===== config.mk =====
export PLATFORM = sky130hd
export DESIGN_NAME = pattern_sequencer
export DESIGN_NICKNAME = d
export VERILOG_FILES = /design/src/rtl/pattern_sequencer.sv
export SDC_FILE = /design/constraint.sdc
export NUM_CORES = 1
export LEC_CHECK = 0
export BUFFER_PORTS_ARGS = -buffer_cell sky130_fd_sc_hd__buf_2
export CORE_MARGIN = 2
export CORE_UTILIZATION = 37
export CTS_BUF_LIST = sky130_fd_sc_hd__clkbuf_8 sky130_fd_sc_hd__clkbuf_16
export DETAILED_ROUTE_END_ITERATION = 7
export SLEW_MARGIN = 15
export SYNTH_ARGS = -nofsm -noshare
export SYNTH_HDL_FRONTEND = slang
export SYNTH_SLANG_ARGS = --single-unit

===== constraint.sdc =====
create_clock -name clk -period 2.9 [get_ports clk]
set_input_delay 0.87 -clock clk [delete_from_list [all_inputs] [get_ports clk]]
set_output_delay 0.87 -clock clk [all_outputs]
set_load 0.01 [all_outputs]

===== src/rtl/pattern_sequencer.sv =====
// Steps a pattern-buffer pointer on PWM rising edges for a programmed number of passes,
// and arbitrates host field writes so the buffer currently being played is never written.
module pattern_sequencer #(
  parameter int BUF_SIZE  = 12,
  parameter int BUF_WIDTH = 8,
  parameter int NO_BUFS   = 8
) (
  input  logic                 clk,
  input  logic                 rst_n,
  input  logic                 pwm,
  input  logic                 start,
  input  logic                 stop,
  input  logic [2:0]           seq_last,
  input  logic [7:0]           repeat_cnt,
  input  logic                 wr_req,
  input  logic [2:0]           wr_buf,
  input  logic [BUF_SIZE-1:0]  wr_field,
  input  logic [BUF_WIDTH-1:0] wr_data,
  input  logic [BUF_SIZE-1:0]  rd_field,
  output logic                 wr_ack,
  output logic [2:0]           bufp,
  output logic [BUF_SIZE-1:0]  fieldp,
  output logic [BUF_SIZE-1:0]  fieldwp,
  output logic [BUF_WIDTH-1:0] field_in,
  output logic                 field_write,
  output logic                 busy,
  output logic                 done
);

  localparam logic [2:0] MAX_BUF = 3'(NO_BUFS - 1);

  typedef enum logic [1:0] {IDLE, ARM, RUN, FINISH} state_t;

  state_t     state_q, state_d;
  logic [2:0] bufp_d, last_eff;
  logic [7:0] pass_q, pass_d, pass_inc;
  logic       pwm_q, step, wr_accept;

  assign step      = pwm & ~pwm_q;
  assign last_eff  = (seq_last > MAX_BUF) ? MAX_BUF : seq_last;
  // Saturates so a free-running sequence never wraps back onto repeat_cnt.
  assign pass_inc  = (pass_q == 8'hFF) ? pass_q : pass_q + 8'd1;
  assign busy      = (state_q == ARM) || (state_q == RUN);
  assign done      = (state_q == FINISH);
  // Decision uses the registered (pre-step) bufp; wr_ack high blocks a second accept.
  assign wr_accept = wr_req & ~wr_ack & (~busy | (wr_buf != bufp));

  always_comb begin
    state_d = state_q;
    bufp_d  = bufp;
    pass_d  = pass_q;
    unique case (state_q)
      IDLE: begin
        if (start && !stop) begin
          state_d = ARM;
          bufp_d  = 3'd0;
          pass_d  = 8'd0;
        end
      end
      ARM: begin
        if (stop)      state_d = FINISH;
        else if (step) state_d = RUN;
      end
      RUN: begin
        if (stop) begin
          state_d = FINISH;
        end else if (step) begin
          if (bufp < last_eff) begin
            bufp_d = bufp + 3'd1;
          end else begin
            bufp_d = 3'd0;
            pass_d = pass_inc;
            if ((repeat_cnt != 8'd0) && (pass_inc == repeat_cnt)) state_d = FINISH;
          end
        end
      end
      FINISH:  state_d = IDLE;
      default: state_d = IDLE;
    endcase
  end

  always_ff @(posedge clk or negedge rst_n) begin
    if (!rst_n) begin
      state_q <= IDLE;
      bufp    <= 3'd0;
      pass_q  <= 8'd0;
      pwm_q   <= 1'b0;
    end else begin
      state_q <= state_d;
      bufp    <= bufp_d;
      pass_q  <= pass_d;
      pwm_q   <= pwm;
    end
  end

  always_ff @(posedge clk or negedge rst_n) begin
    if (!rst_n) begin
      wr_ack      <= 1'b0;
      field_write <= 1'b0;
      fieldwp     <= '0;
      field_in    <= '0;
      fieldp      <= '0;
    end else begin
      wr_ack      <= wr_accept;
      field_write <= wr_accept;
      fieldp      <= rd_field;
      if (wr_accept) begin
        fieldwp  <= wr_field;
        field_in <= wr_data;
      end
    end
  end

endmodule


==> results of run 1 <==
## kinds of logic (layout without fill, tap and decap cells)
| family | count (synthesis) | after routing |
|---|---|---|
| compound gates | 49 | 49 |
| xor+xnor | 9 | 9 |
| flops | 47 | 47 |
| buf+inv | 21 | 111 |
| fa+ha+maj | 9 | 9 |
| mux | 24 | 24 |
| simple gates | 46 | 46 |
## layer usage
| layer | vias up | GRT usage (%) |
|---|---|---|
| met5 | - | 0 |
| met4 | 0 | 4.25 |
| met3 | 6 | 5.24 |
| met2 | 71 | 22.9 |
| met1 | 893 | 19.5 |
| li1 | 928 | - |
## final cells by class
cell class	instances	area share, %
timing repair buffer	94	16.6
multi-input combinational	137	36.5
tap	77	3.24
inverter	9	1.14
clock inverter	3	0.757
clock buffer	5	2.31
sequential	47	39.5
## worst paths after layout
check	start	to	slack, ns	cells after the start
worst max-delay path	pass_q[0]$_DFFE_PN0P_	state_q[1]$_DFFE_PN0P_	0.39	7
max in group asynchronous	rst_n	fieldp[5]$_DFF_PN0_	1.82	2
worst min register to register	fieldwp[8]$_DFFE_PN0P_	fieldwp[8]$_DFFE_PN0P_	0.51	1
min in group asynchronous	rst_n	fieldwp[5]$_DFFE_PN0P_	0.55	1
worst min-delay path	fieldwp[8]$_DFFE_PN0P_	fieldwp[8]$_DFFE_PN0P_	0.51	1
worst max register to register	pass_q[0]$_DFFE_PN0P_	state_q[1]$_DFFE_PN0P_	0.39	7
## critical path, delay by kind of cell, from the launching register on
family / cells / cell delay, ns
adders and majority gates: 1 / 0.38
DFF: 1 / 0.47
and+or+nand+nor: 2 / 0.40
muxes: 1 / 0.35
AOI/OAI and AO/OA: 3 / 0.80
## sequential cells by signal (all words and copies together), names as in the netlist
signal and flops:
pwm_q 1, pass_q 8, field_in 8, fieldwp 12
fieldp 12, field_write 1, state_q 2, bufp 3
## report_power, final
| group | switching (mW) | internal [mW] |
|---|---|---|
| sequential | 0.112 | 0.807 |
| clock | 0.219 | 0.174 |
| combinational | 0.434 | 0.407 |
| total | 0.765 | 1.39 |
## cells in the final DEF (no fill, tap or decap), types with 2 or more instances in the layout
master and instances:
o211ai_1 4, nand3_2 2, a22o_1 5, xnor2_1 5, buf_2 90, buf_4 3, nand4_1 3, nor4_1 3
a31oi_1 3, inv_1 9, nand2b_1 4, clkbuf_8 5, o31ai_1 2, a211oi_1 3, a21oi_1 7, ha_1 9
inv_6 2, dfrtp_1 47, xor2_1 4, nand3_1 3, o21ai_0 10, nand2_1 10, mux2_2 22, nor2_1 9
nor3_1 2
## through the flow
step,cell area [um^2],setup slack (ns),hold slack [ns]
after floorplan,2370,0.404,0.534
after global placement,2880,0.251,0.484
after detailed placement,2880,0.220,0.489
after CTS,2980,0.369,0.512
after global routing,2980,0.194,0.533
final,2980,0.388,0.505
==> summary.md, run 1 <==
| Metric | Value |
|---|---|
| Status | completed |
| Setup tns final | 0 ns |
| Mux cell area share after synthesis | 11.3% |
| Gate Count Post-Synth | between 200 and 250 |
| First-pass GRT wire length | about 8.6 mm |
| Fmax | 398 MHz |
| Ant. Diodes | 0 |
| Post-placement cell count | 364 |
| Simple-gate portion of the synthesized area | 11.1% |
| Worst Hold Class | reg -> reg |
| Slowest cell on the critical path | dfrtp_1 |
| PortBufs | 90 |
| Top post-synthesis cells by area | dfrtp_1, mux2_2, ha_1, o21ai_0, buf_6 |
| Post-synth EDFFs | 0 |
| Final WL | 5.13 mm |
| CTS root buf | clkbuf_8 |
| Synthesized area per cell | 11.6 um^2 |
| Fillers | a little over 600 |
| Initial core utilization | 37.8% |
| Synth top area share | 49.6% |
| Area delta synth->final | 25.4% |
| Worst Setup Start Kind | flip-flop |
| Number of global-route vias before repair | between 1,500 and 2,000 |
| Post-route insts no fill | 372 |
| Clk_lat worst skew | 0.29 ns |
| Main combinational cell family by area after synthesis | compound AO/OA/AOI/OAI gates |
| Die area | 0.00707 mm^2 |
| Num ports | 91 |
| Via-per-instance ratio | 5.10 |
| Final nets | 355 |
| Height of the die | 84.1 um |
| Max Root-Sink Buffers | 2 |
| Worst slew pin tran | 0.551 ns |
| Tmin final | 2.51 ns |
| Slew Limit Fails | 0 |
| Unique cell type count in the Yosys netlist | 51 |
| Synth Area in Compound Gates | 14.9% |
| Met2 wire length | 2.28 mm |
| CTS sink count | 47 |
| Maximum VDD drop | 404 uV |
| Final Hold Fails | 0 |
| Pwr dens | 724 mW/mm^2 |
| Met3 WL | 416 um |
| Tcrit/Tclk final | 86.6% |
| Synth cell count leaders | dfrtp_1, mux2_2, nand2_1, o21ai_0 |
| Endpoints failing setup | 0 |
| Arrival @ worst endpoint | between 2 and 3 ns |
| Highest metal layer with signal wires | met4 |
| Layout cells sized above 1 | 45.8% |
| Max H-tree Level | 2 |
| RSZ-0062 raised after global routing | no |
| CTS Buf Count | 5 |
| Detail Placement HPWL | 3.98 mm |
| Synth Area in XOR/XNOR | 3.32% |
| Placer Congestion | 0.890 |
| CTS tree | done |
| Row Count | 29 |
| Clock Skews | 0.00689 ns |
| CP endpoint kind | flip-flop |
| WL/cell | 13.8 um |
| Yosys reg bits | 47 |
| Post-synthesis net count | 266 |
| WP data required | 3.08 ns |
| Met1 wire length | roughly 2.4 mm |
| # Post-CTS Setup Buffers | 0 |
| CTS resizes | 0 |
| Largest area contributor in the netlist | dfrtp_1 |
| Ys flop type | dfrtp_1 |
| Leak pwr | ~1.4 nW |
| Power Total | approximately 2.2 mW |
| Residual DRC | 0 |
| Crit path cell chain | ha_1 > and4_4 > nand2_2 > o32ai_1 > o2111ai_1 > o31ai_2 > mux2_1 |
| Clock transition at path regs | around 0.090 ns |
| Core area | between 0.006 and 0.007 mm^2 |
| Hold buffers post-CTS | 0 |
| Detailed Routing Iterations Pass 1 | 4 |
| Die X | 84.1 um |
| Max_cap viols | 0 |
| Sequential share of the synthesized area | between 40% and 50% |
| Async SR Flop Fraction | 100% |
| Global route overflow | 0 |
| CP Class | reg -> reg |
| Utilization after layout | 47.4% |
| Overall routing resource usage | 14.8% |
| Vias post-DR | between 1,500 and 2,000 |
| YS warnings | 0 |
| Antenna violations before repair | 0 |
| Detailed Route Iter0 Violations | 69 |
| Slew headroom | 63.3% |
| Synthesized-area fraction occupied by adder cells | between 4 and 5% |
| Pin count of the biggest net entering global routing | 26 |
| Worst-path maximum fanout | 9 |
| Multi-input logic area | roughly 0.0011 mm^2 |
| Post-detailed-route count of antenna-violating nets | 0 |
| Count leader, synth | dfrtp_1 |
| Synth Cell Area | 0.00237 mm^2 |
| Slowest stage delay, CP | 0.47 ns |
| Sequential cell area | 0.00118 mm^2 |
No activity file was read; power rests on OpenSTA's default activity.
==> inputs of run 2 (changes only) <==
Settings changed: REMOVE_ABC_BUFFERS set to 1.
==> summary.md, run 2 (synthesis gave the netlist of run 1 again) <==
| Metric | Value |
|---|---|
| WP data required | 3.09 ns |
| Core area | about 0.0063 mm^2 |
| Endpoints failing setup | 0 |
| # Post-CTS Setup Buffers | 0 |
| Post-placement cell count | 363 |
| Arrival @ worst endpoint | around 2.8 ns |
| Commonest non-fill, non-tap cells in the layout | buf_2, dfrtp_1, mux2_2, nand2_1, o21ai_0 |
| Via-per-instance ratio | 5.25 |
| Reg power frac | 42.3% |
| Height of the die | ~84 um |
| Detailed Route Iter0 Violations | 74 |
| Die area | between 0.007 and 0.008 mm^2 |
| CTS tree | done |
| Int Pwr | 1.39 mW |
| WL/cell | 13.8 um |
| PortBufs | 90 |
| CP endpoint kind | flip-flop |
| Worst-path maximum fanout | 9 |
| Final WL | just over 5 mm |
| Tcrit/Tclk final | 89.1% |
| Fmax | 387 MHz |
| Critical R2R Capture | state_q[1]$_DFFE_PN0P_ |
| Ant. Diodes | 0 |
| Initial core utilization | 37.8% |
| Worst slew pin tran | 0.584 ns |
| Hold Slack | approximately 0.5 ns |
| Combinational power share | about two fifths |
| Slew Limit Fails | 0 |
| Tmin final | 2.58 ns |
| Reg2reg setup slack | 0.32 ns |
| Max H-tree Level | 2 |
| Hold wc startpoint | field_in[1]$_DFFE_PN0P_ |
| Final nets | 354 |
| Sw Ratio | 36.2% |
| Maximum VDD drop | approximately 420 uV |
| Hold-critical path depth | 1 |
| R2R cell count | 7 |
| Row Count | 29 |
| Crit path cell chain | ha_1 > and4_4 > nand2_2 > o32ai_1 > o2111ai_1 > o31ai_2 > mux2_1 |
| Fillers | 594 |
| Switching power | between 700 and 800 uW |
| Clk_lat worst skew | 0.30 ns |
| CTS root buf | clkbuf_8 |
| Clock transition at path regs | 0.09 ns |
| Placer Congestion | ~0.88 |
| Pin count of the biggest net entering global routing | between 40 and 50 |
| Area delta synth->final | 24.8% |
| Setup tns final | 0 ns |
| Slowest stage delay, CP | 0.46 ns |
| Pwr dens | 734 mW/mm^2 |
| CP Class | reg -> reg |
| Overall routing resource usage | between 10% and 20% |
| Final Hold Fails | 0 |
| Slowest cell on the critical path | dfrtp_1 |
| Clock network fraction of total power | about a fifth |
| Layout cells sized above 1 | 45.6% |
| Worst Hold Endpoint | field_in[1]$_DFFE_PN0P_ |
| Post-detailed-route count of antenna-violating nets | 0 |
| Detailed Routing Iterations Pass 1 | 4 |
| Antenna violations before repair | 0 |
| Worst Hold Class | reg -> reg |
| Global route overflow | 0 |
| Worst Setup Start Kind | flip-flop |
| CTS sink count | 47 |
| Die X | approximately 84 um |
| Max Root-Sink Buffers | 2 |
| Post-route insts no fill | about 370 |
| Post-DP Area | 0.00286 mm^2 |
| First-pass GRT wire length | slightly below 9 mm |
| Slew headroom | 61.1% |
| Number of global-route vias before repair | 1,917 |
| Hold buffers post-CTS | 0 |
| Vias post-DR | between 1,500 and 2,000 |
| CTS resizes | 0 |
| Residual DRC | 0 |
| Leak pwr | 1.38 nW |
| Clock Skews | 0.00434 ns |
| Biggest regs | fieldp (12), fieldwp (12) |
| Status | completed |
| Max_cap viols | 0 |
| RSZ-0062 raised after global routing | no |
| Worst reg2reg path startpoint | pass_q[0]$_DFFE_PN0P_ |
| Detail Placement HPWL | slightly below 4 mm |
| Most common cell after layout, fill and taps aside | buf_2 |
| CTS Buf Count | 5 |
| Num ports | 91 |
| Final instance area | 0.00296 mm^2 |
## run 2: cell count changes in the layout (fill, tap and decap cells not counted), sizes merged
cell	previous run	this run
clkinvlp	0	1
clkinv	1	0
buf	94	93
## run 2: final cells by class
cell class,instances,area [um^2],area share [%]
Multi-Input combinational cell,137,1080,36.6
Clock inverter,3,27.5,0.930
Tap cell,77,96.3,3.25
Timing Repair Buffer,93,473,16.0
Clock buffer,5,68.8,2.32
Sequential cell,47,1180,39.7
Inverter,9,33.8,1.14
## run 2: how the worst max path moves through the flow
stage                                      from                      end  slack (ns)  depth (start not counted)
after floorplan                       wr_buf[0]  field_in[0]$_DFFE_PN0P_        0.16                          3
after CTS                 pass_q[0]$_DFFE_PN0P_   state_q[1]$_DFFE_PN0P_        0.33                          7
after global placement              seq_last[2]   state_q[1]$_DFFE_PN0P_        0.26                          9
after detailed placement            seq_last[2]   state_q[1]$_DFFE_PN0P_        0.21                          9
final                     pass_q[0]$_DFFE_PN0P_   state_q[1]$_DFFE_PN0P_        0.32                          7
after global routing      pass_q[0]$_DFFE_PN0P_   state_q[1]$_DFFE_PN0P_        0.22                          7
## run 2: power by group through the flow
stage	clock network (mW)	registers, mW	logic (mW)
global route	0.464	0.946	0.927
CTS	0.439	0.922	0.853
global placement	0	0.928	0.840
finish	0.418	0.919	0.835
detailed placement	0	0.932	0.846
floorplan	0	0.980	0.469
## run 2: routing by layer
| layer | global-route usage, % | routed length (um) |
|---|---|---|
| met1 | 20.0 | 2210 |
| met2 | 24.5 | 2410 |
| met3 | 4.75 | 457 |
| met4 | 3.52 | 52 |
| met5 | 0 | 0 |
## run 2: worst max-delay path: cells and delay by family (launching register included)
kind	cells	cell delay (ns)
multiplexers	1	0.35
AND/OR/NAND/NOR	2	0.41
flip-flops	1	0.46
adder cells (fa/ha/maj)	1	0.40
AO/OA/AOI/OAI	3	0.84
## run 2: per-stage QoR
stage	worst slack (ns)	utilization [%]	power, mW
global placement	0.256	45.6	1.77
detailed placement	0.214	45.6	1.78
CTS	0.331	47.2	2.21
floorplan	0.162	-	1.45
global route	0.221	47.2	2.34
finish	0.315	47.2	2.17
==> inputs of run 3 (changes only) <==
==> constraint.sdc (replaced) <==
create_clock -name clk -period 2.9 [get_ports clk]
set_input_delay 0.145 -clock clk [delete_from_list [all_inputs] [get_ports clk]]
set_output_delay 0.145 -clock clk [all_outputs]
set_load 0.01 [all_outputs]
==> summary.md, run 3 (synthesis gave the netlist of run 1 again) <==
| Metric | Value |
|---|---|
| Tmin final | 2.51 ns |
| CTS resizes | 0 |
| Detail Placement HPWL | 4.00 mm |
| Global route overflow | 0 |
| Final WL | 5.48 mm |
| Setup tns final | 0 ns |
| Die area | between 0.007 and 0.008 mm^2 |
| Met3 global-route usage | about 4.5% |
| Int Pwr | 1.39 mW |
| Sw Ratio | between 30% and 40% |
| First-pass GRT wire length | 9.50 mm |
| Fmax | 399 MHz |
| Max Root-Sink Buffers | 2 |
| Detailed Routing Iterations Pass 1 | 4 |
| RSZ-0062 raised after global routing | no |
| Fillers | 592 |
| Hold Slack | 0.0791 ns |
| Area delta synth->final | 30.0% |
| Max H-tree Level | 2 |
| Slew Limit Fails | 0 |
| WL/cell | 14.3 um |
| Reg power frac | 42.7% |
| Antenna violations before repair | 0 |
| CP endpoint kind | flip-flop |
| Via-per-instance ratio | 5.15 |
| Final instance area | ~0.003 mm^2 |
| Ant. Diodes | 0 |
| Overall routing resource usage | 16.4% |
| Clk_lat worst skew | slightly below 0.3 ns |
| Row Count | 29 |
| Die X | 84.1 um |
| Worst Setup Start Kind | flip-flop |
| Power Total | 2.16 mW |
| Max_cap viols | 0 |
| Tcrit/Tclk final | 86.5% |
| # Post-CTS Setup Buffers | 0 |
| Status | completed |
| Residual DRC | 0 |
| CTS Buf Count | 5 |
| Layout cells sized above 1 | 43.0% |
| Vias post-DR | 1,977 |
| Core area | about 0.0063 mm^2 |
| Arrival @ worst endpoint | 2.68 ns |
| Number of global-route vias before repair | 2,052 |
| Met2 Use GR | a little over a quarter |
| Grt peak-use layer | met2 |
| Hold buffers post-CTS | 13 |
| Pwr dens | ~700 mW/mm^2 |
| Pin count of the biggest net entering global routing | 48 |
| Num ports | 91 |
| Final Hold Fails | 0 |
| Maximum VDD drop | 389 uV |
| WP data required | 3.07 ns |
| Sequential cell area | 0.00118 mm^2 |
| Setup Slack @ Placement | 0.410 ns |
| Slew headroom | roughly three fifths |
| Commonest non-fill, non-tap cells in the layout | buf_2, dfrtp_1, mux2_2, dlygate4sd3_1 |
| Switching power | roughly 770 uW |
| CP Class | reg -> reg |
| Placer Congestion | a little over 0.9 |
| CTS sink count | 47 |
| CTS root buf | clkbuf_8 |
| Detailed Route Iter0 Violations | 106 |
| Biggest regs | fieldp (12), fieldwp (12) |
| Setup slack after layout | 0.391 ns |
| Clock network fraction of total power | between 10% and 20% |
| Endpoints failing setup | 0 |
| Worst Hold Class | in -> reg |
| Post-detailed-route count of antenna-violating nets | 0 |
| Met1 GRT Util | ~22% |
| PortBufs | 90 |
| Post-DP Area | between 0.002 and 0.003 mm^2 |
| Worst slew pin tran | 0.584 ns |
| CTS tree | done |
| Multi-input logic area | 0.00108 mm^2 |
| Most common cell after layout, fill and taps aside | buf_2 |
| Clock transition at path regs | 0.09 ns |
| Clock Skews | 0.00428 ns |
| Worst-path maximum fanout | 9 |
| Final nets | 367 |
| Leak pwr | approximately 1.4 nW |
| Height of the die | 84.1 um |
| Initial core utilization | between 30% and 40% |
| Combinational power share | 39.8% |
[run 3: critical path, cell delays in order, from the launching register on]
cell	delay, ns
dfrtp_1	0.47
ha_1	0.39
and4_4	0.33
nand2_2	0.07
o32ai_1	0.29
o2111ai_1	0.19
o31ai_2	0.29
mux2_1	0.36
[run 3: per-stage QoR]
step / instances / utilization (%)
after global placement: 362 / 45.5
final: 384 / 49.1
after CTS: 383 / 48.9
after floorplan: 193 / -
after global routing: 384 / 49.1
after detailed placement: 362 / 45.5
[run 3: final cells by class]
class | instances | area share, %
flip-flops and latches | 47 | 38.1
inverters | 9 | 1.10
repair buffers | 106 | 19.7
well taps | 77 | 3.12
clock inverters | 3 | 0.527
multi-input cells | 137 | 35.2
clock buffers | 5 | 2.23
[run 3: path summary, 6_finish.rpt]
path | startpoint | endpoint | slack, ns | depth (start not counted)
max | pass_q[0]$_DFFE_PN0P_ | state_q[1]$_DFFE_PN0P_ | 0.39 | 7
min | wr_data[6] | field_in[6]$_DFFE_PN0P_ | 0.08 | 2
max reg2reg | pass_q[0]$_DFFE_PN0P_ | state_q[1]$_DFFE_PN0P_ | 0.39 | 7
min reg2reg | field_in[3]$_DFFE_PN0P_ | field_in[3]$_DFFE_PN0P_ | 0.51 | 1
max in group asynchronous | rst_n | pass_q[3]$_DFFE_PN0P_ | 2.11 | 2
min in group asynchronous | rst_n | fieldwp[7]$_DFFE_PN0P_ | 0.40 | 2
[run 3: routing by layer]
metal	vias up	routed length [um]
met3	4	456
met1	927	2380
met2	103	2600
li1	943	-
met4	0	44
met5	-	0
[run 3: power groups by stage]
stage	Combinational, mW	Sequential (mW)	Clock [mW]
after floorplan	0.469	0.980	0
after global placement	0.837	0.925	0
after detailed placement	0.843	0.933	0
after CTS	0.864	0.923	0.399
after global routing	0.947	0.944	0.432
final	0.859	0.920	0.379
